### src/rtl/eprom_access_arbiter.sv
// eprom_access_arbiter: shares one 2732 EPROM between the video fetch path and the CPU.
// The winner's address is driven, E/G are held low for a fixed window, and the byte is captured.
module eprom_access_arbiter #(
  parameter int ADDR_W          = 12,
  parameter int DATA_W          = 8,
  parameter int ACCESS_CYCLES   = 3,
  parameter int RECOVERY_CYCLES = 1,
  parameter int MAX_VID_BURST   = 4
) (
  input  logic              clk,
  input  logic              rst_n,
  input  logic              vid_req,
  input  logic [ADDR_W-1:0] vid_addr,
  output logic              vid_ack,
  output logic [DATA_W-1:0] vid_data,
  input  logic              cpu_req,
  input  logic [ADDR_W-1:0] cpu_addr,
  output logic              cpu_ack,
  output logic [DATA_W-1:0] cpu_data,
  output logic [ADDR_W-1:0] rom_addr,
  output logic              rom_e_n,
  output logic              rom_g_n,
  input  logic [DATA_W-1:0] rom_q,
  output logic              busy
);

  typedef enum logic [2:0] {
    IDLE,
    SETUP,
    ACCESS,
    DONE,
    RECOVER
  } state_t;

  localparam logic [3:0] ACC_LAST = 4'(ACCESS_CYCLES - 1);
  localparam logic [3:0] REC_LAST = 4'(RECOVERY_CYCLES - 1);
  localparam logic [3:0] MAX_B    = 4'(MAX_VID_BURST);

  state_t            state;
  state_t            state_d;
  logic [3:0]        burst;
  logic [3:0]        burst_d;
  logic [3:0]        cnt;
  logic [3:0]        cnt_d;
  logic              win_cpu;
  logic              win_cpu_d;
  logic [ADDR_W-1:0] addr_d;
  logic              grant_vid;
  logic              grant_cpu;
  logic              capture;

  // Arbitration, sequencing and burst tracking.
  always_comb begin
    state_d   = state;
    burst_d   = burst;
    cnt_d     = cnt;
    win_cpu_d = win_cpu;
    addr_d    = rom_addr;
    grant_vid = 1'b0;
    grant_cpu = 1'b0;
    capture   = 1'b0;
    unique case (state)
      IDLE: begin
        grant_cpu = cpu_req &&
                    (!vid_req || burst == MAX_B);
        grant_vid = vid_req && !grant_cpu;
        unique case (1'b1)
          grant_cpu: begin
            win_cpu_d = 1'b1;
            addr_d    = cpu_addr;
            burst_d   = 4'd0;
            state_d   = SETUP;
          end
          grant_vid: begin
            win_cpu_d = 1'b0;
            addr_d    = vid_addr;
            state_d   = SETUP;
            if (!cpu_req)
              burst_d = 4'd0;
            else if (burst != MAX_B)
              burst_d = burst + 4'd1;
          end
          default: ;
        endcase
      end
      SETUP: begin
        cnt_d   = 4'd0;
        state_d = ACCESS;
      end
      ACCESS: begin
        if (cnt == ACC_LAST) begin
          capture = 1'b1;
          cnt_d   = 4'd0;
          state_d = DONE;
        end else begin
          cnt_d = cnt + 4'd1;
        end
      end
      DONE: begin
        cnt_d = 4'd0;
        if (RECOVERY_CYCLES == 0)
          state_d = IDLE;
        else
          state_d = RECOVER;
      end
      RECOVER: begin
        if (cnt == REC_LAST) begin
          cnt_d   = 4'd0;
          state_d = IDLE;
        end else begin
          cnt_d = cnt + 4'd1;
        end
      end
      default: state_d = IDLE;
    endcase
  end

  // Control state registers.
  always_ff @(posedge clk or negedge rst_n) begin
    if (!rst_n) begin
      state   <= IDLE;
      burst   <= 4'd0;
      cnt     <= 4'd0;
      win_cpu <= 1'b0;
    end else begin
      state   <= state_d;
      burst   <= burst_d;
      cnt     <= cnt_d;
      win_cpu <= win_cpu_d;
    end
  end

  // Registered EPROM strobes, acks and captured data.
  always_ff @(posedge clk or negedge rst_n) begin
    if (!rst_n) begin
      rom_addr <= '0;
      rom_e_n  <= 1'b1;
      rom_g_n  <= 1'b1;
      busy     <= 1'b0;
      vid_ack  <= 1'b0;
      cpu_ack  <= 1'b0;
      vid_data <= '0;
      cpu_data <= '0;
    end else begin
      rom_addr <= addr_d;
      rom_e_n  <= (state_d != ACCESS);
      rom_g_n  <= (state_d != ACCESS);
      busy     <= (state_d != IDLE);
      vid_ack  <= capture && !win_cpu;
      cpu_ack  <= capture && win_cpu;
      if (capture && win_cpu)
        cpu_data <= rom_q;
      if (capture && !win_cpu)
        vid_data <= rom_q;
    end
  end

endmodule

### config.mk
export PLATFORM = sky130hd
export DESIGN_NAME = eprom_access_arbiter
export DESIGN_NICKNAME = d
export VERILOG_FILES = /design/src/rtl/eprom_access_arbiter.sv
export SDC_FILE = /design/constraint.sdc
export NUM_CORES = 1
export LEC_CHECK = 0
export BUFFER_PORTS_ARGS = -buffer_cell sky130_fd_sc_hd__buf_2
export CAP_MARGIN = 0
export CORE_ASPECT_RATIO = 1.75
export CORE_MARGIN = 4
export CORE_UTILIZATION = 25
export DETAILED_ROUTE_END_ITERATION = 16
export PLACE_DENSITY_LB_ADDON = 0.15
export SYNTH_ARGS = -nofsm -noshare
export SYNTH_HDL_FRONTEND = slang
export SYNTH_SLANG_ARGS = --single-unit
export TNS_END_PERCENT = 10
### constraint.sdc
create_clock -name clk -period 3.1 [get_ports clk]
set_clock_uncertainty 0.2 [all_clocks]
set_input_delay 0.155 -clock clk [delete_from_list [all_inputs] [get_ports clk]]
set_output_delay 0.155 -clock clk [all_outputs]
set_load 0.02 [all_outputs]
Yosys cells after proc, flatten, opt, wreduce, memory -nomap -nowiden
Cells that the tools add are included.
{"block": "totals", "regBits": 44}
{"block": "classes", "mux": 14, "reduce_logical": 17, "add_sub_neg": 2, "n_eq_ne": 9}
{"cell": "$pmux W12 S2", "count": 1}
{"cell": "$mux W4", "count": 4}
{"cell": "$pmux W3 S5", "count": 1}
{"cell": "$pmux W4 S3", "count": 1}
{"cell": "$mux W3", "count": 3}
{"cell": "$add A4 B1 Y4 const B", "count": 2}
{"cell": "$pmux W4 S2", "count": 1}
{"cell": "$eq A3 B2 Y1 const B", "count": 2}
{"cell": "$ne A3 B2 Y1 const B", "count": 2}
{"cell": "$reduce_bool A3 Y1", "count": 2}
{"cell": "$eq A4 B2 Y1 const B", "count": 1}
{"cell": "$eq A4 B3 Y1 const B", "count": 1}
{"cell": "$logic_and A1 B1 Y1", "count": 4}
{"cell": "$logic_not A4 Y1", "count": 1}
{"cell": "$ne A4 B3 Y1 const B", "count": 1}
{"cell": "$reduce_or A2 Y1", "count": 2}
{"cell": "$eq A3 B1 Y1 const B", "count": 1}
{"cell": "$eq A3 B3 Y1 const B", "count": 1}
{"cell": "$logic_not A1 Y1", "count": 3}
{"cell": "$logic_not A3 Y1", "count": 1}
{"cell": "$reduce_and A3 Y1", "count": 1}
{"cell": "$mux W1", "count": 2}
{"cell": "$pmux W1 S2", "count": 1}
{"cell": "$reduce_and A2 Y1", "count": 1}
{"cell": "other kinds (2)", "count": 2}

Longest topological paths before layout
{"block": "logic_depth", "word_depth": 9, "mapped_depth": 7, "ltp_nobuf": 6}

Worst setup path before layout
OpenSTA, ideal clock, no wires.
{"block": "synth_path", "path_kind": "flip-flop to flip-flop", "startpoint": "register cnt[0]", "endpoint": "register vid_data[0]", "stages_incl_launch_ff": 7, "n_path_buf": 0, "period_less_slack_ns": 2.223, "setup_ns": 0.125, "t_arrival_ns": 1.898, "path_slack_ns": 0.877, "path_cell_list": "dfrtp_1 > inv_1 > ha_1 > or3b_4 > or3_4 > nor2_8 > mux2_4"}
{"block": "synth_between", "elab_chain_cells": 4}
{"item": "start, declared", "line_no": "43", "rtl": "logic [3:0] cnt;"}
{"item": "start signal, assigned", "line_no": "128", "rtl": "cnt <= cnt_d;"}
{"item": "$eq A4 B2 Y1", "line_no": "91", "rtl": "if (cnt == ACC_LAST) begin"}
{"item": "$mux W1", "line_no": "91"}
{"item": "$mux W1", "line_no": "62", "rtl": "unique case (state)"}
{"item": "$logic_and A1 B1 Y1", "line_no": "153", "rtl": "if (capture && !win_cpu)"}
{"item": "end signal, assigned", "line_no": "154", "rtl": "vid_data <= rom_q;"}
{"item": "end, declared", "line_no": "15", "rtl": "output logic [DATA_W-1:0] vid_data,"}
No other way between the ends.
A chain may end at the register's enable or synchronous reset.

Worst setup path in the final report
{"block": "layout_path", "startpoint": "register state[0]", "endpoint": "register rom_addr[11]"}
{"block": "layout_between", "elab_chain_cells": 2}
{"item": "start, declared", "line_no": "39", "rtl": "state_t state;"}
{"item": "start signal, assigned", "line_no": "126", "rtl": "state <= state_d;"}
{"item": "$logic_not A3 Y1"}
{"item": "$reduce_and A2 Y1 (no line)"}
{"item": "end signal, assigned", "line_no": "145", "rtl": "rom_addr <= addr_d;"}
{"item": "end, declared", "line_no": "20", "rtl": "output logic [ADDR_W-1:0] rom_addr,"}
No other way between the ends.

==> flow_metrics.py <==
metrics = {
    "global_routing": {
        "grt_usage_pct": 11.1,
        "grt_max_degree": 45,
        "antenna_found_initial": 0,
        "grt_pass1_vias": 1832,
        "grt_first_pass_wirelength_mm": 8.68,
        "overflow": 0,
    },
    "floorplan": {
        "die_h_um": 128,
        "start_util_pct": 25.7,
        "io_pins": 69,
        "rows": 43,
        "chipWidth_um": 76.4,
        "die_area_sq_um": 9760,
        "core_sq_um": 7960,
    },
    "sta": {
        "fmax_ghz": 0.411,
        "fin_crit_ns": 2.43,
        "slew_headroom_pct": 33.3,
        "worstMarginPinSlew_ns": 1.00,
        "setup_violations": 0,
        "fin_tns_setup_ns": 0,
        "slew_viol_final": 0,
        "rsz0062_at_grt": "false",
        "hold_viol_final": 0,
        "finalCritPeriodShare_pct": 78.5,
    },
    "route": {
        "dr.pass1.iters": 4,
        "wl_mm": 5.28,
        "viasPerCell": 4.61,
        "wl_per_cell_um": 13.8,
        "drtAntennaViolNets": 0,
        "vias": 1762,
        "drc_errors": 0,
        "drt_iter0_markers": 46,
    },
    "clock_network": {
        "cts_buffers": 5,
        "ctsResizeCount": 0,
        "cts_tree": "built",
        "h-tree-depth": 2,
        "cts_max_path_buffers": 2,
        "cts-root-buf": "clkbuf_16",
        "clk_pin_slew_ns": 0.06,
        "postCtsSetupRepairBufs": 0,
        "clock_latency_ns": 0.28,
        "cts_num_sinks": 44,
        "cts_hold_buf": 33,
    },
    "final_layout": {
        "drive_gt1_share_pct": 34.2,
        "stdcell_count": 382,
        "fillers": 809,
        "nets": 334,
        "syn2layout_area_growth_pct": 43.6,
        "antenna_cells": 0,
    },
    "setup_path": {
        "critPathRequiredTime_ns": 3.12,
        "cp-end-kind": "register",
        "cp.depth": 5,
        "cp_slowest_cell": "dlygate4sd3_1",
        "ff2ff_path_depth": 5,
        "reg2reg_to": "rom_addr[11]",
        "regToRegStartpoint": "state[0]",
        "arrival_ns": 2.46,
        "startpoint_type": "register",
        "startpoint": "state[0]",
        "cp_max_fo": 14,
        "crit_family": "compound AO/OA/AOI/OAI gates",
        "worstSetupPathType": "register to register",
        "endpoint": "rom_addr[11]",
        "ff2ff_setup_slack_ns": 0.67,
        "worst-path-buf-inv": 1,
        "path_cells": "nor3_4 > o21a_1 > nor2_1 > a21oi_1 > dlygate4sd3_1",
        "cpPeakStageDelay_ns": 0.55,
    },
    "logic_synthesis": {
        "avgSynthCellArea_sq_um": 10.7,
        "synth_edf_count": 0,
        "yosys.area.top_type_share_pct": 52.6,
        "syn_inst": 191,
        "yosysTopAreaCell": "dfrtp_1",
        "ys_top_cells_by_area": "dfrtp_1, a21oi_1, mux2_4",
        "ys.flop_type": "dfrtp_1",
        "synthTopCellsByCount": "dfrtp_1, a21oi_1, nand2_1",
        "syn-num-nets": 233,
        "yosysWarnings": 0,
        "yosys.cell_types.count": 37,
        "synth.most_common_cell": "dfrtp_1",
        "async_reset_ff_share_pct": 100,
        "ys_ff_latch": 44,
        "yosysSeqAreaShare_pct": 53.9,
        "mappedNetlistArea_sq_um": 2050,
    },
    "placement": {
        "io_buffers": 68,
        "gp_congestion": 0.722,
        "hpwlAfterDp_mm": 3.64,
        "dp_cells": 342,
    },
    "pwr": {
        "p_leak_nw": 1.38,
        "powerDensity_nw_per_um2": 1020,
        "ir_drop_uv": 442,
    },
    "outcome": {
        "status": "completed",
    },
    "worst_hold_path": {
        "holdCritStartpoint": "cpu_req",
        "holdCritPathClass": "input pin to register",
    },
    "run": {
        "max-cap-violations": 0,
    },
}
[area by class of cell]
cell class	count	area, sq um	area share, %
repair buffers	102	678	23.1
clock buffers	5	125	4.26
well taps	90	113	3.83
flip-flops and latches	44	1100	37.5
multi-input cells	132	882	30.0
inverters	7	26.3	0.894
clock inverters	2	12.5	0.426
[kinds of logic (layout without fill, tap and decap cells)]
group | after synthesis | after routing | share of synthesized area [%]
flip-flops | 44 | 44 | 53.9
buffers and inverters | 15 | 116 | 3.06
AO/OA/AOI/OAI | 47 | 47 | 12.5
multiplexers | 16 | 16 | 10.3
adder cells (fa/ha/maj) | 6 | 6 | 3.67
XOR/XNOR | 1 | 1 | 0.428
AND/OR/NAND/NOR | 62 | 62 | 16.2
[placed cells by master (no fill, tap or decap), types with 2 or more instances in the layout]
cell type,instances
a21oi_1,26
buf_2,68
clkbuf_16,5
dfrtp_1,43
dlygate4sd3_1,33
ha_1,6
inv_1,7
mux2_2,8
mux2_4,8
nand2_1,23
nand2b_1,3
nand3_1,3
nor2_1,17
nor3_1,2
nor3b_1,2
o21a_1,3
o21ai_0,12
[how the worst min path moves through the flow]
stage / end / cells after the start
floorplan: burst[0] / 0
global placement: rom_addr[8] / 3
detailed placement: rom_addr[8] / 3
CTS: burst[2] / 5
global route: burst[3] / 4
finish: burst[2] / 5
[worst register-to-register path, stage by stage, from the launching register on]
cell           delay, ns
dfrtp_1             0.51
nor3_4              0.35
o21a_1              0.54
nor2_1              0.10
a21oi_1             0.13
dlygate4sd3_1       0.55
[power by group]
part	switching (W)	total, W	leakage [nW]	internal, W
Combinational	0.000776	0.00146	0.785	0.000687
Clock	0.000211	0.000503	0.0657	0.000292
Sequential	0.000202	0.00104	0.527	0.000842
[per-stage QoR]
stage / hold WS, ns / instance area, sq um / util, % / power (W) / worst slack (ns)
after floorplan: -0.341 / 2050 / - / 0.00193 / 0.877
after global placement: 0.193 / 2470 / 31.0 / 0.00235 / 0.795
after detailed placement: 0.192 / 2470 / 31.0 / 0.00235 / 0.762
after CTS: 0.167 / 2940 / 36.9 / 0.00305 / 0.617
after global routing: 0.236 / 2940 / 36.9 / 0.00324 / 0.425
final: 0.164 / 2940 / 36.9 / 0.00301 / 0.665
[sequential cells by signal, summed over array words and instances (netlist names)]
name and cells:
cpu_data 8, burst 4, state 3, vid_ack 1
vid_data 8, cnt 4, cpu_ack 1, rom_g_n 1
win_cpu 1, rom_addr 12, busy 1
[layer usage]
layer | vias up | global-route usage [%] | routed length [um]
met2 | 51 | 21.3 | 2840
met4 | 0 | 4.48 | 108
met3 | 8 | 2.60 | 247
li1 | 854 | - | -
met1 | 849 | 11.5 | 2080
met5 | - | 0 | 0
(Power assumes the default switching activity.)
